**src/rtl/regfile_sequencer.sv**
```systemverilog
// regfile_sequencer: multi-cycle control FSM for the 16-bit datapath.
// Accepts one instruction per start handshake in WAIT, then walks the
// register file and datapath strobes through read, execute and writeback.
// Strobe outputs are held in registers that are loaded with the values
// belonging to the state being entered. Writes and loads are additionally
// masked by reset, so that nothing updates on an edge where reset is high.
module regfile_sequencer (
    input  logic        clk,
    input  logic        reset,
    input  logic        s,
    input  logic [15:0] in,
    output logic        w,
    output logic [2:0]  readnum,
    output logic [2:0]  writenum,
    output logic        write,
    output logic        loada,
    output logic        loadb,
    output logic        loadc,
    output logic        loads,
    output logic        asel,
    output logic        bsel,
    output logic [1:0]  vsel,
    output logic [1:0]  shift,
    output logic [1:0]  aluop,
    output logic [15:0] sximm8
);

    typedef enum logic [2:0] {
        S_WAIT   = 3'd0,
        S_DECODE = 3'd1,
        S_GET_A  = 3'd2,
        S_GET_B  = 3'd3,
        S_ALU    = 3'd4,
        S_WR_REG = 3'd5,
        S_WR_IMM = 3'd6
    } state_t;

    state_t      state_q, state_d;
    logic [15:0] ir_q, ir_d;

    logic        w_q, w_d;
    logic [2:0]  readnum_q, readnum_d;
    logic [2:0]  writenum_q, writenum_d;
    logic        write_q, write_d;
    logic        loada_q, loada_d;
    logic        loadb_q, loadb_d;
    logic        loadc_q, loadc_d;
    logic        loads_q, loads_d;
    logic        asel_q, asel_d;
    logic [1:0]  vsel_q, vsel_d;
    logic [1:0]  shift_q, shift_d;
    logic [1:0]  aluop_q, aluop_d;

    // Instruction fields of the captured instruction
    logic [2:0] opcode_s;
    logic [1:0] op_s;
    logic [2:0] rn_s;
    logic [2:0] rd_s;
    logic [1:0] sh_s;
    logic [2:0] rm_s;

    assign opcode_s = ir_q[15:13];
    assign op_s     = ir_q[12:11];
    assign rn_s     = ir_q[10:8];
    assign rd_s     = ir_q[7:5];
    assign sh_s     = ir_q[4:3];
    assign rm_s     = ir_q[2:0];

    // Instruction classes
    logic is_mov_imm_s;
    logic is_mov_reg_s;
    logic is_alu_s;
    logic is_cmp_s;
    logic is_mvn_s;

    assign is_mov_imm_s = (opcode_s == 3'b110) && (op_s == 2'b10);
    assign is_mov_reg_s = (opcode_s == 3'b110) && (op_s == 2'b00);
    assign is_alu_s     = (opcode_s == 3'b101);
    assign is_cmp_s     = is_alu_s && (op_s == 2'b01);
    assign is_mvn_s     = is_alu_s && (op_s == 2'b11);

    // Next-state and instruction capture
    always_comb begin
        state_d = state_q;
        ir_d    = ir_q;
        case (state_q)
            S_WAIT: begin
                if (s) begin
                    state_d = S_DECODE;
                    ir_d    = in;
                end else begin
                    state_d = S_WAIT;
                end
            end
            S_DECODE: begin
                if (is_mov_imm_s) begin
                    state_d = S_WR_IMM;
                end else if (is_mov_reg_s || is_mvn_s) begin
                    state_d = S_GET_B;
                end else if (is_alu_s) begin
                    state_d = S_GET_A;
                end else begin
                    state_d = S_WAIT;
                end
            end
            S_GET_A:  state_d = S_GET_B;
            S_GET_B:  state_d = S_ALU;
            S_ALU: begin
                if (is_cmp_s) begin
                    state_d = S_WAIT;
                end else begin
                    state_d = S_WR_REG;
                end
            end
            S_WR_REG: state_d = S_WAIT;
            S_WR_IMM: state_d = S_WAIT;
            default:  state_d = S_WAIT;
        endcase
    end

    // Moore output values for the state being entered; DECODE drives nothing,
    // so the freshly captured instruction is never needed on the accepting edge
    always_comb begin
        w_d        = 1'b0;
        readnum_d  = 3'd0;
        writenum_d = 3'd0;
        write_d    = 1'b0;
        loada_d    = 1'b0;
        loadb_d    = 1'b0;
        loadc_d    = 1'b0;
        loads_d    = 1'b0;
        asel_d     = 1'b0;
        vsel_d     = 2'b00;
        shift_d    = 2'b00;
        aluop_d    = 2'b00;
        case (state_d)
            S_WAIT: begin
                w_d = 1'b1;
            end
            S_GET_A: begin
                readnum_d = rn_s;
                loada_d   = 1'b1;
            end
            S_GET_B: begin
                readnum_d = rm_s;
                loadb_d   = 1'b1;
            end
            S_ALU: begin
                shift_d = sh_s;
                if (is_mov_reg_s) begin
                    aluop_d = 2'b00;
                end else begin
                    aluop_d = op_s;
                end
                asel_d  = is_mov_reg_s || is_mvn_s;
                loadc_d = !is_cmp_s;
                loads_d = is_cmp_s;
            end
            S_WR_REG: begin
                writenum_d = rd_s;
                vsel_d     = 2'b00;
                write_d    = 1'b1;
            end
            S_WR_IMM: begin
                writenum_d = rn_s;
                vsel_d     = 2'b10;
                write_d    = 1'b1;
            end
            default: begin
                w_d = 1'b0;
            end
        endcase
    end

    // State, instruction register and registered outputs
    always_ff @(posedge clk) begin
        if (reset) begin
            state_q    <= S_WAIT;
            ir_q       <= 16'h0000;
            w_q        <= 1'b1;
            readnum_q  <= 3'd0;
            writenum_q <= 3'd0;
            write_q    <= 1'b0;
            loada_q    <= 1'b0;
            loadb_q    <= 1'b0;
            loadc_q    <= 1'b0;
            loads_q    <= 1'b0;
            asel_q     <= 1'b0;
            vsel_q     <= 2'b00;
            shift_q    <= 2'b00;
            aluop_q    <= 2'b00;
        end else begin
            state_q    <= state_d;
            ir_q       <= ir_d;
            w_q        <= w_d;
            readnum_q  <= readnum_d;
            writenum_q <= writenum_d;
            write_q    <= write_d;
            loada_q    <= loada_d;
            loadb_q    <= loadb_d;
            loadc_q    <= loadc_d;
            loads_q    <= loads_d;
            asel_q     <= asel_d;
            vsel_q     <= vsel_d;
            shift_q    <= shift_d;
            aluop_q    <= aluop_d;
        end
    end

    assign w        = w_q;
    assign readnum  = readnum_q;
    assign writenum = writenum_q;
    assign asel     = asel_q;
    assign bsel     = 1'b0;
    assign vsel     = vsel_q;
    assign shift    = shift_q;
    assign aluop    = aluop_q;
    assign sximm8   = {{8{ir_q[7]}}, ir_q[7:0]};

    // Update strobes are masked by reset so an interrupted instruction
    // cannot modify the register file or datapath registers
    assign write = write_q & ~reset;
    assign loada = loada_q & ~reset;
    assign loadb = loadb_q & ~reset;
    assign loadc = loadc_q & ~reset;
    assign loads = loads_q & ~reset;

endmodule

```
**config.mk**
```make
export PLATFORM = sky130hd
export DESIGN_NAME = regfile_sequencer
export DESIGN_NICKNAME = d
export VERILOG_FILES = /design/src/rtl/regfile_sequencer.sv
export SDC_FILE = /design/constraint.sdc
export NUM_CORES = 1
export LEC_CHECK = 0
export CAP_MARGIN = 25
export CORE_MARGIN = 1
export CORE_UTILIZATION = 45
export DETAILED_ROUTE_END_ITERATION = 6
export PLACE_DENSITY = 0.76
export SYNTH_ARGS = -nofsm -noshare
export SYNTH_HDL_FRONTEND = slang
export SYNTH_SLANG_ARGS = --single-unit
```
**constraint.sdc**
```tcl
create_clock -name clk -period 1.9 [get_ports clk]
set_input_delay 0.285 -clock clk [delete_from_list [all_inputs] [get_ports clk]]
set_output_delay 0.285 -clock clk [all_outputs]
set_load 0.01 [all_outputs]
```
==> metrics <==
share of total power in the clock network=between 30% and 40%; met1 Track Usage GR=a little over a quarter; Seq/Total Area, Yosys=between 40% and 50%; via count=1,477; routability cong.=a little over 0.9; leading cell type in the layout, fill and taps excluded=clkdlybuf4s50_1; Worst Skew=0.00200 ns; post-layout util=between 60% and 70%; Synth Register Bits=37; Die Span Y=about 63 µm; drt first pass iters=4; switching pwr=approximately 0.37 mW; initial antenna violation count=0; Cells after DPL=about 280; final-stage net count=~260; Net Sw Frac=a little under a quarter; synthesized area per cell=just under 9 µm²; crit path cell chain=clkdlybuf4s50_1, buf_4, nor2b_1, clkdlybuf4s50_1; P per Cell Area=about 680 nW/µm²; Pleak=between 0.8 and 0.9 nW; Overflow after GRT=0; n_diodes=0; first-pass GRT wire length=roughly 6300 µm; synthesis warning total=0; WL/cell=12.6 µm; Mapped Area=1700 µm²; DRT iter0 DRCs=54; fmax=~0.55 GHz; CP Data Required Time=~1.6 ns; root buffer cell=clkbuf_8; GRT Resource Usage Total=roughly a fifth; M2 GR Usage=32.6%; Worst-path clk slew=roughly 0.070 ns; crit share post-route=a little over nine tenths; Die Span X=around 63 µm; CP dominant cell by count=clkdlybuf4s50_1; Sink Count=37; GRT busiest layer=met2; VDD IR max=449 µV; Port Buffer Count=52; worst-path fanout max=7; Final ANT Viol Nets=0; storage element area=about 740 µm²; Starting Density=about half; Critical Path Slowest Stage Cell=clkdlybuf4s50_1; clk buf depth=2; CTS tree=done; Finish-stage setup viols=0; multi-input logic area=just under 800 µm²; CP max stage delay=0.54 ns; Mapped Cells=between 150 and 200; commonest non-fill, non-tap cells in the layout=52 x clkdlybuf4s50_1, 37 x dfxtp_1, 35 x nand2_1; pre-CTS setup slack=-0.0298 ns; share of layout cells above drive strength 1=16.3%; unrepaired setup endpoints after global routing=no; Max Cap Viol=0; number of global-route vias before repair=1,376; Hold Crit Class=flop to flop; # fillers=between 200 and 300; final wirelength=approximately 3700 µm; placement row count=21; GR Util met3=4.89%; outcome=finished, final reports clean; crit path kind=input port to output port; setup ws final=0.0762 ns; Post-Layout Cell Count=291; Internal=about 1.2 mW; number of flops mapped to enable cells by yosys=0; commonest register cell after synthesis=dfxtp_1; hold_ws=approximately 0.47 ns; Clock Latency Late Sink=0.28 ns; largest net degree at the start of global routing=17; Critical Path End Type=output port; Slew Viols, Final=0; htree depth=2; ys async rst share=0%; TritonCTS buffer count=5; Seq pwr share=a little over half; final hold violations=0; CP top delay family=buffers and inverters; die area=4020 µm²; drt drc=0; Comb power frac=between 10% and 20%; Min Clock Period, post-route=~1.8 ns; drt via density=a little over 5; Buf/Inv on CP=3; critical path data arrival time=around 1.5 ns; Hold Buf Count CTS=0; core area=about 3500 µm²; post-detail-place hpwl=around 2800 µm; Worst setup SP type=input port; Layout area overhead=37.6%; Distinct cells, synth=43; # IOs=55
[flip-flops by register name (all words and copies together) (netlist names)]
register and count:
write_q 1, loada_q 1, shift 2, vsel 1
w 1, writenum 3, state_q 3, asel 1
ir_q 16, loads_q 1, loadb_q 1, aluop 2
loadc_q 1, readnum 3
[worst paths after layout]
kind	startpoint	endpoint	slack, ns	cells after the start
worst max-delay path	reset	write	0.08	4
worst min-delay path	ir_q[3]	shift[0]	0.47	2
worst max register to register	ir_q[11]	writenum[1]	0.19	4
worst min register to register	ir_q[3]	shift[0]	0.47	2
[final cells by class]
type,count,share of cell area (%)
Multi-Input combinational cell,127,33.1
Sequential cell,37,31.7
Timing Repair Buffer,72,28.7
Clock buffer,7,3.70
Tap cell,46,2.46
Inverter,2,0.321
[synth_stat cells (2+ instances only)]
master      n  area (µm²)
dfxtp_1    37         741
o21ai_0     2        10.0
a21oi_1    18        90.1
nand3_1     7        35.0
nor4b_2     2        30.0
nand4_1     3        18.8
buf_2       3        15.0
buf_4      18         135
nand2b_1    4        25.0
a31oi_1     2        12.5
or3_2       2        15.0
nor2b_1     8        50.1
nand2_1    35         131
nor2_1      9        33.8
inv_1       2        7.51
nor3_1      5        25.0
o41ai_1     2        17.5
o2111ai_1   2        17.5
mux2i_1     3        30.0
clkbuf_1    6        22.5
[power groups by stage]
| stage | registers, mW | clock network (mW) | logic [mW] |
|---|---|---|---|
| detailed placement | 0.842 | 0 | 0.224 |
| global route | 0.829 | 0.591 | 0.246 |
| global placement | 0.842 | 0 | 0.220 |
| CTS | 0.825 | 0.544 | 0.224 |
| floorplan | 0.837 | 0 | 0.133 |
| finish | 0.825 | 0.534 | 0.225 |
[per-layer routing]
metal	wire [µm]	vias up
li1	-	759
met1	1720	671
met2	1760	45
met3	156	2
met4	27	0
met5	0	-
[kinds of logic (layout without fill, tap and decap cells)]
kind of cell,after synthesis,in the layout,share of synthesized area [%]
simple gates,85,85,26.8
buf+inv,30,81,11.3
flops,37,37,43.6
other cells,1,2,0.221
mux,3,3,1.77
compound gates,37,37,16.3
[worst min-delay path, cell delays in order (launching register included)]
cell and delay (ns):
dfxtp_1 0.32, nand3_1 0.06, nor3_1 0.04
[repair_timing]
action                                 CTS  global route
setup endpoints to repair                0             6
resized for setup                        0             2
endpoints found under the hold margin    0             0
buffers inserted                         0             1
[metrics by stage]
stage | area, µm² | TNS, ns | power, mW
after floorplan | 1700 | 0 | 0.970
after global placement | 2240 | -0.0513 | 1.06
after detailed placement | 2240 | -0.319 | 1.07
after CTS | 2320 | 0 | 1.59
after global routing | 2340 | 0 | 1.67
final | 2340 | 0 | 1.58
No activity file was read; power rests on OpenSTA's default activity.
